`config.mk`:
```
export PLATFORM = sky130hd
export DESIGN_NAME = inst_encoder
export DESIGN_NICKNAME = d
export VERILOG_FILES = /design/src/rtl/inst_encoder.sv
export SDC_FILE = /design/constraint.sdc
export NUM_CORES = 1
export LEC_CHECK = 0
export ABC_AREA = 0
export CAP_MARGIN = 40
export CELL_PAD_IN_SITES_DETAIL_PLACEMENT = 0
export CELL_PAD_IN_SITES_GLOBAL_PLACEMENT = 1
export CORE_UTILIZATION = 29
export CTS_BUF_LIST = sky130_fd_sc_hd__clkbuf_16
export DETAILED_ROUTE_END_ITERATION = 10
export PLACE_DENSITY = 0.86
export SYNTH_ARGS = -nofsm -noshare
export SYNTH_HDL_FRONTEND = slang
export SYNTH_SLANG_ARGS = --single-unit
```
`constraint.sdc`:
```
create_clock -name clk -period 1.9 [get_ports clk]
set_input_delay 0.38 -clock clk [delete_from_list [all_inputs] [get_ports clk]]
set_output_delay 0.38 -clock clk [all_outputs]
set_load 0.005 [all_outputs]
```
`src/rtl/inst_encoder.sv`:
```
// RV32I field-to-machine-word encoder that streams encoded instructions into IMEM.
// Optional build macro: INST_ENCODER_RANGE_CHECK_EN (treat out-of-range immediates as illegal).
module inst_encoder #(
    parameter int unsigned IMEM_AW   = 14,
    parameter int unsigned BASE_ADDR = 0
) (
    input  logic               clk,
    input  logic               rst,
    input  logic               in_valid,
    output logic               in_ready,
    input  logic [6:0]         in_opcode,
    input  logic [5:0]         in_alucode,
    input  logic [4:0]         in_rs1,
    input  logic [4:0]         in_rs2,
    input  logic [4:0]         in_rd,
    input  logic [31:0]        in_imm,
    input  logic               in_last,
    output logic               imem_we,
    output logic [IMEM_AW-1:0] imem_addr,
    output logic [31:0]        imem_wdata,
    output logic               done,
    output logic               err,
    output logic [IMEM_AW-1:0] err_addr
);

    localparam logic [6:0] OPC_OPIMM  = 7'b0010011;
    localparam logic [6:0] OPC_OP     = 7'b0110011;
    localparam logic [6:0] OPC_LUI    = 7'b0110111;
    localparam logic [6:0] OPC_AUIPC  = 7'b0010111;
    localparam logic [6:0] OPC_JAL    = 7'b1101111;
    localparam logic [6:0] OPC_JALR   = 7'b1100111;
    localparam logic [6:0] OPC_BRANCH = 7'b1100011;
    localparam logic [6:0] OPC_STORE  = 7'b0100011;
    localparam logic [6:0] OPC_LOAD   = 7'b0000011;

    localparam logic [5:0] ALU_JALR = 6'd2;
    localparam logic [5:0] ALU_BEQ  = 6'd3;
    localparam logic [5:0] ALU_BNE  = 6'd4;
    localparam logic [5:0] ALU_BLT  = 6'd5;
    localparam logic [5:0] ALU_BGE  = 6'd6;
    localparam logic [5:0] ALU_BLTU = 6'd7;
    localparam logic [5:0] ALU_BGEU = 6'd8;
    localparam logic [5:0] ALU_LB   = 6'd9;
    localparam logic [5:0] ALU_LH   = 6'd10;
    localparam logic [5:0] ALU_LW   = 6'd11;
    localparam logic [5:0] ALU_LBU  = 6'd12;
    localparam logic [5:0] ALU_LHU  = 6'd13;
    localparam logic [5:0] ALU_SB   = 6'd14;
    localparam logic [5:0] ALU_SH   = 6'd15;
    localparam logic [5:0] ALU_SW   = 6'd16;
    localparam logic [5:0] ALU_ADD  = 6'd17;
    localparam logic [5:0] ALU_SUB  = 6'd18;
    localparam logic [5:0] ALU_XOR  = 6'd19;
    localparam logic [5:0] ALU_OR   = 6'd20;
    localparam logic [5:0] ALU_AND  = 6'd21;
    localparam logic [5:0] ALU_SLL  = 6'd22;
    localparam logic [5:0] ALU_SRL  = 6'd23;
    localparam logic [5:0] ALU_SRA  = 6'd24;
    localparam logic [5:0] ALU_SLT  = 6'd25;
    localparam logic [5:0] ALU_SLTU = 6'd26;

    localparam logic [31:0] NOP_WORD = 32'h0000_0013;
    localparam logic [6:0]  F7_ALT   = 7'b0100000;

    typedef enum logic [1:0] {IDLE, WRITE, DONE, FULL} state_t;
    typedef enum logic [2:0] {FMT_R, FMT_I, FMT_SH, FMT_S, FMT_B, FMT_U, FMT_J} fmt_t;

    state_t             state_q, state_d;
    fmt_t               fmt;
    logic [2:0]         funct3;
    logic [6:0]         funct7;
    logic               alu_ok;
    logic [31:0]        raw_word;
    logic [31:0]        enc_word_c;
    logic               enc_illegal_c;
    logic               last_q, last_d;
    logic               in_ready_d, imem_we_d, done_d, err_d;
    logic [IMEM_AW-1:0] imem_addr_d, err_addr_d;
    logic [31:0]        imem_wdata_d;

`ifdef INST_ENCODER_RANGE_CHECK_EN
    function automatic logic imm_fits(input fmt_t f, input logic [31:0] imm);
        case (f)
            FMT_I, FMT_S: imm_fits = (&imm[31:11]) | ~(|imm[31:11]);
            FMT_B:        imm_fits = ((&imm[31:12]) | ~(|imm[31:12])) & ~imm[0];
            FMT_J:        imm_fits = ((&imm[31:20]) | ~(|imm[31:20])) & ~imm[0];
            FMT_U:        imm_fits = ~(|imm[11:0]);
            FMT_SH:       imm_fits = ~(|imm[31:5]);
            default:      imm_fits = 1'b1;
        endcase
    endfunction
`endif

    // Classify opcode/alucode into a format plus funct fields and legality.
    always_comb begin
        fmt    = FMT_I;
        funct3 = 3'b000;
        funct7 = 7'b0000000;
        alu_ok = 1'b0;
        case (in_opcode)
            OPC_OPIMM, OPC_OP: begin
                alu_ok = 1'b1;
                case (in_alucode)
                    ALU_ADD:  funct3 = 3'b000;
                    ALU_SUB:  begin funct3 = 3'b000; funct7 = F7_ALT; alu_ok = (in_opcode == OPC_OP); end
                    ALU_SLL:  begin funct3 = 3'b001; fmt = FMT_SH; end
                    ALU_SLT:  funct3 = 3'b010;
                    ALU_SLTU: funct3 = 3'b011;
                    ALU_XOR:  funct3 = 3'b100;
                    ALU_SRL:  begin funct3 = 3'b101; fmt = FMT_SH; end
                    ALU_SRA:  begin funct3 = 3'b101; funct7 = F7_ALT; fmt = FMT_SH; end
                    ALU_OR:   funct3 = 3'b110;
                    ALU_AND:  funct3 = 3'b111;
                    default:  alu_ok = 1'b0;
                endcase
                if (in_opcode == OPC_OP) begin
                    fmt = FMT_R;
                end
            end
            OPC_LOAD: begin
                alu_ok = 1'b1;
                case (in_alucode)
                    ALU_LB:  funct3 = 3'b000;
                    ALU_LH:  funct3 = 3'b001;
                    ALU_LW:  funct3 = 3'b010;
                    ALU_LBU: funct3 = 3'b100;
                    ALU_LHU: funct3 = 3'b101;
                    default: alu_ok = 1'b0;
                endcase
            end
            OPC_JALR: alu_ok = (in_alucode == ALU_JALR);
            OPC_STORE: begin
                fmt    = FMT_S;
                alu_ok = 1'b1;
                case (in_alucode)
                    ALU_SB:  funct3 = 3'b000;
                    ALU_SH:  funct3 = 3'b001;
                    ALU_SW:  funct3 = 3'b010;
                    default: alu_ok = 1'b0;
                endcase
            end
            OPC_BRANCH: begin
                fmt    = FMT_B;
                alu_ok = 1'b1;
                case (in_alucode)
                    ALU_BEQ:  funct3 = 3'b000;
                    ALU_BNE:  funct3 = 3'b001;
                    ALU_BLT:  funct3 = 3'b100;
                    ALU_BGE:  funct3 = 3'b101;
                    ALU_BLTU: funct3 = 3'b110;
                    ALU_BGEU: funct3 = 3'b111;
                    default:  alu_ok = 1'b0;
                endcase
            end
            // U/J formats carry no funct field, so the ALU code is don't-care.
            OPC_LUI, OPC_AUIPC: begin fmt = FMT_U; alu_ok = 1'b1; end
            OPC_JAL:            begin fmt = FMT_J; alu_ok = 1'b1; end
            default:            alu_ok = 1'b0;
        endcase
    end

    // Assemble the machine word for the selected format.
    always_comb begin
        raw_word = 32'h0000_0000;
        case (fmt)
            FMT_R:   raw_word = {funct7, in_rs2, in_rs1, funct3, in_rd, in_opcode};
            FMT_I:   raw_word = {in_imm[11:0], in_rs1, funct3, in_rd, in_opcode};
            FMT_SH:  raw_word = {funct7, in_imm[4:0], in_rs1, funct3, in_rd, in_opcode};
            FMT_S:   raw_word = {in_imm[11:5], in_rs2, in_rs1, funct3, in_imm[4:0], in_opcode};
            FMT_B:   raw_word = {in_imm[12], in_imm[10:5], in_rs2, in_rs1, funct3,
                                 in_imm[4:1], in_imm[11], in_opcode};
            FMT_U:   raw_word = {in_imm[31:12], in_rd, in_opcode};
            FMT_J:   raw_word = {in_imm[20], in_imm[10:1], in_imm[11], in_imm[19:12],
                                 in_rd, in_opcode};
            default: raw_word = 32'h0000_0000;
        endcase
`ifdef INST_ENCODER_RANGE_CHECK_EN
        enc_illegal_c = ~alu_ok | ~imm_fits(fmt, in_imm);
`else
        enc_illegal_c = ~alu_ok;
`endif
        enc_word_c = enc_illegal_c ? NOP_WORD : raw_word;
    end

    // Next-state and next-output logic; every output is registered.
    always_comb begin
        state_d      = state_q;
        last_d       = last_q;
        in_ready_d   = 1'b0;
        imem_we_d    = 1'b0;
        imem_addr_d  = imem_addr;
        imem_wdata_d = imem_wdata;
        done_d       = done;
        err_d        = err;
        err_addr_d   = err_addr;
        case (state_q)
            IDLE: begin
                if (in_valid && in_ready) begin
                    state_d      = WRITE;
                    imem_we_d    = 1'b1;
                    imem_wdata_d = enc_word_c;
                    last_d       = in_last;
                    if (enc_illegal_c && !err) begin
                        err_d      = 1'b1;
                        err_addr_d = imem_addr;
                    end
                end else begin
                    in_ready_d = 1'b1;
                end
            end
            WRITE: begin
                if (!(&imem_addr)) begin
                    imem_addr_d = imem_addr + IMEM_AW'(1);
                end
                if (last_q) begin
                    state_d = DONE;
                    done_d  = 1'b1;
                end else if (&imem_addr) begin
                    state_d = FULL;
                end else begin
                    state_d    = IDLE;
                    in_ready_d = 1'b1;
                end
            end
            DONE: done_d = 1'b1;
            FULL: begin
                if (in_valid && !err) begin
                    err_d      = 1'b1;
                    err_addr_d = '1;
                end
            end
            default: state_d = IDLE;
        endcase
    end

    always_ff @(posedge clk) begin
        if (rst) begin
            state_q    <= IDLE;
            last_q     <= 1'b0;
            in_ready   <= 1'b1;
            imem_we    <= 1'b0;
            imem_addr  <= IMEM_AW'(BASE_ADDR);
            imem_wdata <= 32'h0000_0000;
            done       <= 1'b0;
            err        <= 1'b0;
            err_addr   <= '0;
        end else begin
            state_q    <= state_d;
            last_q     <= last_d;
            in_ready   <= in_ready_d;
            imem_we    <= imem_we_d;
            imem_addr  <= imem_addr_d;
            imem_wdata <= imem_wdata_d;
            done       <= done_d;
            err        <= err_d;
            err_addr   <= err_addr_d;
        end
    end

endmodule
```
==> metrics.cfg <==
[clock_tree]
clk_latency_ps = 330
numCtsBuffers = 9
cts_tree = done
cts_sinks = 67
cts_hold_buf = 0
ctsLongestPathBuffers = 2
root_buffer = clkbuf_16
clk_pin_slew_ps = 60
htreeDepth = 3

[drt]
wirelength_um = 11500
dr_wl_met2_um = 5650
drt_iter0_markers = 151
wl_met1_um = 5040
highest_layer = met4
wire_per_inst_um = 15.5
viasPerCell = 5.09
ant_nets = 0
drcViolationCount = 0
drt_pre_antenna_iters = 7
dr_wl_met3_um = 750
vias = 3789

[yosys]
synth-seq-area-share_pct = 39.9
ys_types = 61
synthFlopType = dfxtp_1
yosys_warnings = 0
syn_area_mm2 = 0.00336
synth-edff-count = 0
synthArstFlopShare_pct = 0
syn_nets = 461
syn_area_per_cell_um2 = 8.50
synth-seq-cells = 67
netlist_instances = 396

[worst_setup_path]
required_ps = 2170
regToRegStartpoint = state_q[0]
reg2reg_to = err_addr[3]
cp-end-kind = register
path_max_fanout = 7
reg2reg_depth = 7
cp.arrival_ps = 2130
path_class = primary input to register
critPathLaunchType = primary input
worst-r2r-setup-slack_ps = 40

[power_and_ir_drop]
total_power_mw = 4.18
p_leak_nw = 2.25
p_per_area_mw_per_mm2 = 721
ir_drop_mv = 0.471

[die]
row_count = 38
die_x_um = 110
die_height_um = 110
coreArea_mm2 = 0.0111
ioPinCount = 128
die_area_mm2 = 0.0120
initial_core_util_pct = 30.4

[timing]
fin_crit_sh_pct = 97.8
fin_crit_ps = 1860
worst_pin_slew_ps = 546
relSlewSlack_pct = 63.3
setup-violations-final = 0
drv_slew = 0
timing.fmax_mhz = 538
rsz0062_at_grt = true
finClkSkew_ps = 10.6
finalHoldViolations = 0

[global_routing]
grt_pass1_vias = 3805
grt_util_all_layers_pct = 19.9
overflow = 0
grt_first_pass_wirelength_um = 18500
antenna_found_initial = 0
grt_start_max_net_pins = 23

[run]
maxCapViolCount = 0

[placement]
numPortBuffers = 127
globalplace.congestion = 0.823
hpwlAfterDp_um = 8580

[finish]
drive_gt1_share_pct = 24.0
fillers = 1050
nets = 665
fin_util_pct = 52.4
final_cell_mix = clkdlybuf4s50_1 (113), buf_4 (88), dfxtp_1 (65)
area_growth_pct = 72.4
final_common_cell = clkdlybuf4s50_1
final-seq-area_mm2 = 0.00134
diodes = 0
multi_input_area_mm2 = 0.00193

[worst_hold_path]
hold_class = register to register
whs_path_depth = 2
whs_endpoint = imem_wdata[16]
hp-start = imem_wdata[16]

[outcome]
outcome = finished, final reports clean

[logic make-up (layout without fill, tap and decap cells)]
| group | count (synthesis) | after routing | synth area share (%) |
|---|---|---|---|
| flip-flops | 67 | 67 | 39.9 |
| multiplexers | 11 | 11 | 3.31 |
| AO/OA/AOI/OAI | 114 | 114 | 24.8 |
| XOR/XNOR | 14 | 14 | 3.64 |
| AND/OR/NAND/NOR | 154 | 154 | 22.9 |
| buffers and inverters | 35 | 244 | 5.13 |
| adder cells (fa/ha/maj) | 1 | 1 | 0.372 |
[worst max path at each step]
stage,start,endpoint,slack [ps],cells after the start
6_report,in_opcode[1],err_addr[3],40,9
5_1_grt,state_q[0],err_addr[5],-40,7
4_1_cts,in_opcode[1],err_addr[9],0.5,9
3_5_place_dp,in_alucode[1],err_addr[1],-620,8
3_3_place_gp,in_alucode[2],imem_wdata[22],-620,10
2_1_floorplan,in_alucode[1],err_addr[5],-90,8
[what timing repair did]
| action | 4_1_cts | 5_1_grt |
|---|---|---|
| buffers inserted | 11 | 1 |
| endpoints found under the setup margin | 43 | 30 |
| hold endpoints to repair | 0 | 0 |
| pin swaps | 12 | 7 |
| cloned | 1 | 0 |
| gates resized for setup | 45 | 14 |
[power by group]
group	leakage [nW]	total [mW]	switching [mW]	internal, mW
clock network	0.160	1.84	0.678	1.16
registers	0.545	1.53	0.0473	1.48
logic	1.55	0.813	0.336	0.477
[final cells by class]
class                      count  area share, %
sequential                    67           23.2
inverter                       8          0.518
timing repair buffer         220           34.4
multi-input combinational    294           33.3
clock inverter                 7           1.73
clock buffer                   9           3.88
tap                          140           3.02
[per-stage QoR]
step / instance area, µm² / setup WS, ps / setup TNS (ps) / cells / hold WS [ps]
floorplan: 3380 / -89.7 / -896 / 396 / 442
global placement: 5310 / -621 / -22380 / 717 / 437
detailed placement: 5310 / -624 / -23510 / 717 / 443
CTS: 5750 / 0.514 / 0 / 744 / 451
global route: 5800 / -37.9 / -223 / 745 / 469
finish: 5800 / 42.5 / 0 / 745 / 447
[synth_stat cells, drive strengths merged, types with 2 or more instances]
library cell  count  area, µm²
a211oi            2       15.0
a21oi            28        151
a222oi            5       50.1
a22o              5       43.8
a22oi             8       60.1
a31oi             3       18.8
a32o              2       20.0
buf              15       97.6
clkbuf           12       45.0
dfxtp            67       1340
inv               7       26.3
mux2i            10        100
nand2            60        225
nand2b            4       25.0
nand3            11       60.1
nand3b            4       42.5
nand4             8       56.3
nand4bb           2       22.5
nor2             34        128
nor2b             2       12.5
nor3             10       50.1
nor3b             3       22.5
nor4              2       12.5
nor4b             2       17.5
o211ai            2       15.0
o21a              3       22.5
o21ai            28        144
o221a            14        158
o221ai            2       17.5
o22ai             2       12.5
o31a              3       26.3
o41ai             2       17.5
or2               3       18.8
or3               3       18.8
xnor2             5       43.8
xor2              9       78.8
[flip-flops by register name (all words and copies together), names as in the netlist]
signal and cells:
in_ready 1, last_q 1, err_addr 14, err 1, state_q 2, imem_wdata 32, imem_addr 14, done 1
imem_we 1
[per-layer routing]
| layer | vias up | global-route usage (%) |
|---|---|---|
| li1 | 1859 | - |
| met1 | 1797 | 23.8 |
| met2 | 124 | 34.5 |
| met3 | 9 | 5.93 |
| met4 | 0 | 5.81 |
| met5 | - | 0 |
[worst max-delay path: stages]
cell and delay, ps:
clkdlybuf4s15_1 220, and4bb_2 250, buf_4 150, a32o_1 210, o21ai_2 200, nand3_2 130, a21oi_4 230, clkbuf_16 190
o221a_1 170
Power figures use the tool's default switching activity.
==> RTL change 1, RTL diff (same settings) <==
The option `INST_ENCODER_RANGE_CHECK_EN` is turned on by a define.
--- a/src/rtl/inst_encoder.sv
+++ b/src/rtl/inst_encoder.sv
@@ -2,2 +2,4 @@
 // Optional build macro: INST_ENCODER_RANGE_CHECK_EN (treat out-of-range immediates as illegal).
+`define INST_ENCODER_RANGE_CHECK_EN
+
 module inst_encoder #(
Function: changed (a bounded check fails within 4 cycles, from zero or initial values and one cycle with rst high).
==> RTL change 1 against the unedited design <==
Sequential power fell by 3%; the flow now finishes with violations (negative setup slack); maximum frequency fell by 14%; clock power fell by 9%; critical endpoint is now imem_wdata[22]$_SDFFE_PP0P_; final area rose by 15%; worst setup slack got worse by 310 ps; combinational power fell by 2.7%; power fell by 5.7%; sequential cell count did not move; cell count rose by 15%; sequential share of layout area fell by 3.0 points; routed wire length rose by 23%; synthesized area rose by 9.7%; critical path type unchanged.
==> RTL change 1: results <==
metrics = {
    "yosys": {
        "yosysSeqAreaShare": 0.363,
        "syn_avg_cell_area_um2": 8.17,
        "yosys-top-cells-area": "dfxtp_1 36%, nand2_1 5.6%, nor2_1 5.5%",
        "yosysUniqueCellTypes": 67,
        "synth_common_cells": "67 x dfxtp_1, 55 x nand2_1, 54 x nor2_1",
    },
    "status": {
        "violations": "negative setup slack",
        "status": "complete, but fails checks",
    },
    "layout": {
        "n_all_buffers": 251,
        "drive_gt1_frac": 0.379,
        "finish.net_count": 752,
        "multiInputGateArea_um2": 2570,
        "filler_cell_count": 1100,
        "area_growth_pct": 80.3,
        "clk_share": 0.0442,
    },
    "global_route": {
        "track_usage": 0.216,
    },
    "timing": {
        "setup-tns-final_ps": -10050,
        "setup_viol": 45,
        "worst_slack_ps": -271,
        "slew-limit-headroom": 0.738,
    },
    "setup_path": {
        "cp-endpoint": "imem_wdata[22]$_SDFFE_PP0P_",
        "r2r-end": "imem_addr[9]$_SDFFE_PP0P_",
        "arrival_ps": 2390,
    },
    "route": {
        "vias": 4497,
        "wl_per_cell_um": 16.5,
        "firstDrtPassIters": 5,
        "dr.first_iter.drc_count": 289,
    },
    "placement": {
        "gp_congestion": 0.874,
        "placed_area_um2": 5990,
        "dp.cells": 832,
    },
    "worst_hold_path": {
        "min_path_type": "primary input to flop",
    },
    "cts": {
        "cts-resized-gates": 173,
        "cts_setup_buffers": 12,
    },
    "power_and_ir_drop": {
        "ir_drop_mv": 0.333,
    },
}
==> RTL change 1: worst max-delay path, cell delays in order <==
cell and delay [ps]:
buf_8 110, nor4b_4 420, o221ai_4 190, a221oi_4 400, buf_4 190, a21oi_2 60
nor2b_1 190, a221oi_1 350, o21ai_2 100
==> RTL change 1: metal layers <==
| metal | up-vias | wire [um] | global-route usage |
|---|---|---|---|
| met5 | - | 0 | 0 |
| met3 | 36 | 794 | 0.0374 |
| met4 | 0 | 459 | 0.109 |
| li1 | 2143 | - | - |
| met1 | 2168 | 5960 | 0.252 |
| met2 | 150 | 7000 | 0.381 |
==> RTL change 1: worst min path at each step <==
stage / end / startpoint / cells past startpoint
2_1_floorplan: imem_wdata[15]$_SDFFE_PP0P_ / imem_wdata[15]$_SDFFE_PP0P_ / 2
3_3_place_gp: imem_wdata[7]$_SDFFE_PP0P_ / imem_wdata[7]$_SDFFE_PP0P_ / 2
3_5_place_dp: imem_wdata[20]$_SDFFE_PP0P_ / imem_wdata[20]$_SDFFE_PP0P_ / 2
4_1_cts: imem_wdata[24]$_SDFFE_PP0P_ / in_imm[24] / 3
5_1_grt: imem_wdata[26]$_SDFFE_PP0P_ / in_imm[26] / 3
6_report: imem_wdata[26]$_SDFFE_PP0P_ / in_imm[26] / 3
==> RTL change 1: logic make-up (layout without fill, tap and decap cells) <==
logic type / Yosys count / after routing / share of synthesized area
flops: 67 / 67 / 0.363
fa+ha+maj: 1 / 1 / 0.00339
buf+inv: 37 / 277 / 0.0495
simple gates: 191 / 191 / 0.265
mux: 11 / 11 / 0.0298
compound gates: 132 / 132 / 0.259
xor+xnor: 13 / 13 / 0.0308
==> RTL change 1: where the power goes <==
group	switching [mW]	internal [mW]	leakage, nW
sequential	0.0330	1.45	0.544
combinational	0.367	0.425	1.93
clock	0.653	1.01	0.147
==> RTL change 2, RTL diff (config.mk and constraints unchanged) <==
Made on the original files. Re-encode `state_t` (4 states) as one-hot, 4 bits wide.
--- a/src/rtl/inst_encoder.sv
+++ b/src/rtl/inst_encoder.sv
@@ -64,3 +64,3 @@
 
-    typedef enum logic [1:0] {IDLE, WRITE, DONE, FULL} state_t;
+    typedef enum logic [3:0] {IDLE = 4'b0001, WRITE = 4'b0010, DONE = 4'b0100, FULL = 4'b1000} state_t;
     typedef enum logic [2:0] {FMT_R, FMT_I, FMT_SH, FMT_S, FMT_B, FMT_U, FMT_J} fmt_t;
Formal check against the unedited RTL: no difference found for any inputs over 4 cycles, from zero or initial values and one cycle with rst high; so few cycles prove little.
==> RTL change 2 against the unedited design <==
Die area rose by 10%; routed wire length grew 17%; global-route usage rose by 0.95 points; combinational power grew 3.7%; final area up 9.3%; sequential cell count up 2; power decreased by 6.5%; worst setup slack better by 9.9 ps; non-clock buffer count up 11; synthesized cell count grew 8.8%; via count increased by 11%; synthesized area is 10% higher; critical path type unchanged; highest routed layer unchanged.
==> RTL change 2: results <==
metrics = {
    "power_and_ir_drop": {
        "clock_power_mw": 1.51,
        "p_per_area_nw_per_um2": 617,
        "ir_drop_mv": 0.452,
        "switching_share": 0.270,
    },
    "yosys": {
        "yosysSeqAreaShare": 0.372,
    },
    "global_route": {
        "grtUsageMet2": 0.356,
        "grt_pass1_vias": 4210,
        "grt_pass1_wl_um": 21300,
        "grt_max_degree": 53,
    },
    "layout": {
        "drive_gt1_frac": 0.279,
        "n_all_buffers": 231,
        "seq_share": 0.218,
        "multi_input_cells": 330,
        "filler_cell_count": 1151,
        "clk_share": 0.0418,
    },
    "setup_path": {
        "slowest_delay_ps": 420,
        "r2r_setup_slack_ps": 70,
        "cp_top_family": "simple AND/OR/NAND/NOR gates",
        "r2r-end": "imem_addr[13]$_SDFFE_PP0P_",
        "cp_max_fo": 8,
        "cpMaxStageDelayCell": "or3_1",
        "r2r_cells": 6,
        "arrival_ps": 2110,
    },
    "route": {
        "avgViaCountPerCell": 5.14,
        "wl_met2_um": 6510,
    },
    "timing": {
        "clock_skew_ps": 8.68,
    },
    "placement": {
        "gp_congestion": 0.903,
    },
    "status": {
        "status": "finished, final reports clean",
    },
}
==> RTL change 2: cell types whose count changed after synthesis, moves of 7 or more <==
cell,change
a211oi_1,+8
a21oi_1,-11
and3_1,+7
mux2i_1,+8
nand2_1,-19
nor2_1,+18
nor4_1,+8
o21bai_1,+8
o221a_1,-13
==> RTL change 2: what timing repair did <==
action	in CTS	in global routing
cloned	1	0
hold buffers	0	0
resized for setup	56	33
hold endpoints to repair	0	0
setup buffers	9	10
pin swaps	18	17
endpoints found under the setup margin	45	46
==> RTL change 2: worst min-delay path by stage <==
stage,endpoint,depth (start not counted),start,slack [ps]
after floorplan,imem_wdata[20]$_SDFFE_PP0P_,2,imem_wdata[20]$_SDFFE_PP0P_,440
after CTS,imem_wdata[9]$_SDFFE_PP0P_,2,imem_wdata[9]$_SDFFE_PP0P_,450
final,imem_wdata[7]$_SDFFE_PP0P_,2,imem_wdata[7]$_SDFFE_PP0P_,450
after global placement,imem_wdata[7]$_SDFFE_PP0P_,2,imem_wdata[7]$_SDFFE_PP0P_,440
after global routing,imem_wdata[9]$_SDFFE_PP0P_,2,imem_wdata[9]$_SDFFE_PP0P_,460
after detailed placement,imem_wdata[9]$_SDFFE_PP0P_,2,imem_wdata[9]$_SDFFE_PP0P_,440
==> RTL change 2: stage by stage <==
step           setup TNS, ps  utilization
2_1_floorplan              0            -
3_3_place_gp          -24800        0.464
3_5_place_dp          -25500        0.464
4_1_cts                    0        0.506
5_1_grt                    0        0.517
6_report                   0        0.517
==> RTL change 2: cells by family after synthesis <==
logic type | share of synthesized area
AOI/OAI and AO/OA | 0.225
xor gates and xnor gates | 0.0259
adders and majority gates | 0.00337
buffers and inverters | 0.0448
DFF | 0.372
muxes | 0.0485
and+or+nand+nor | 0.281
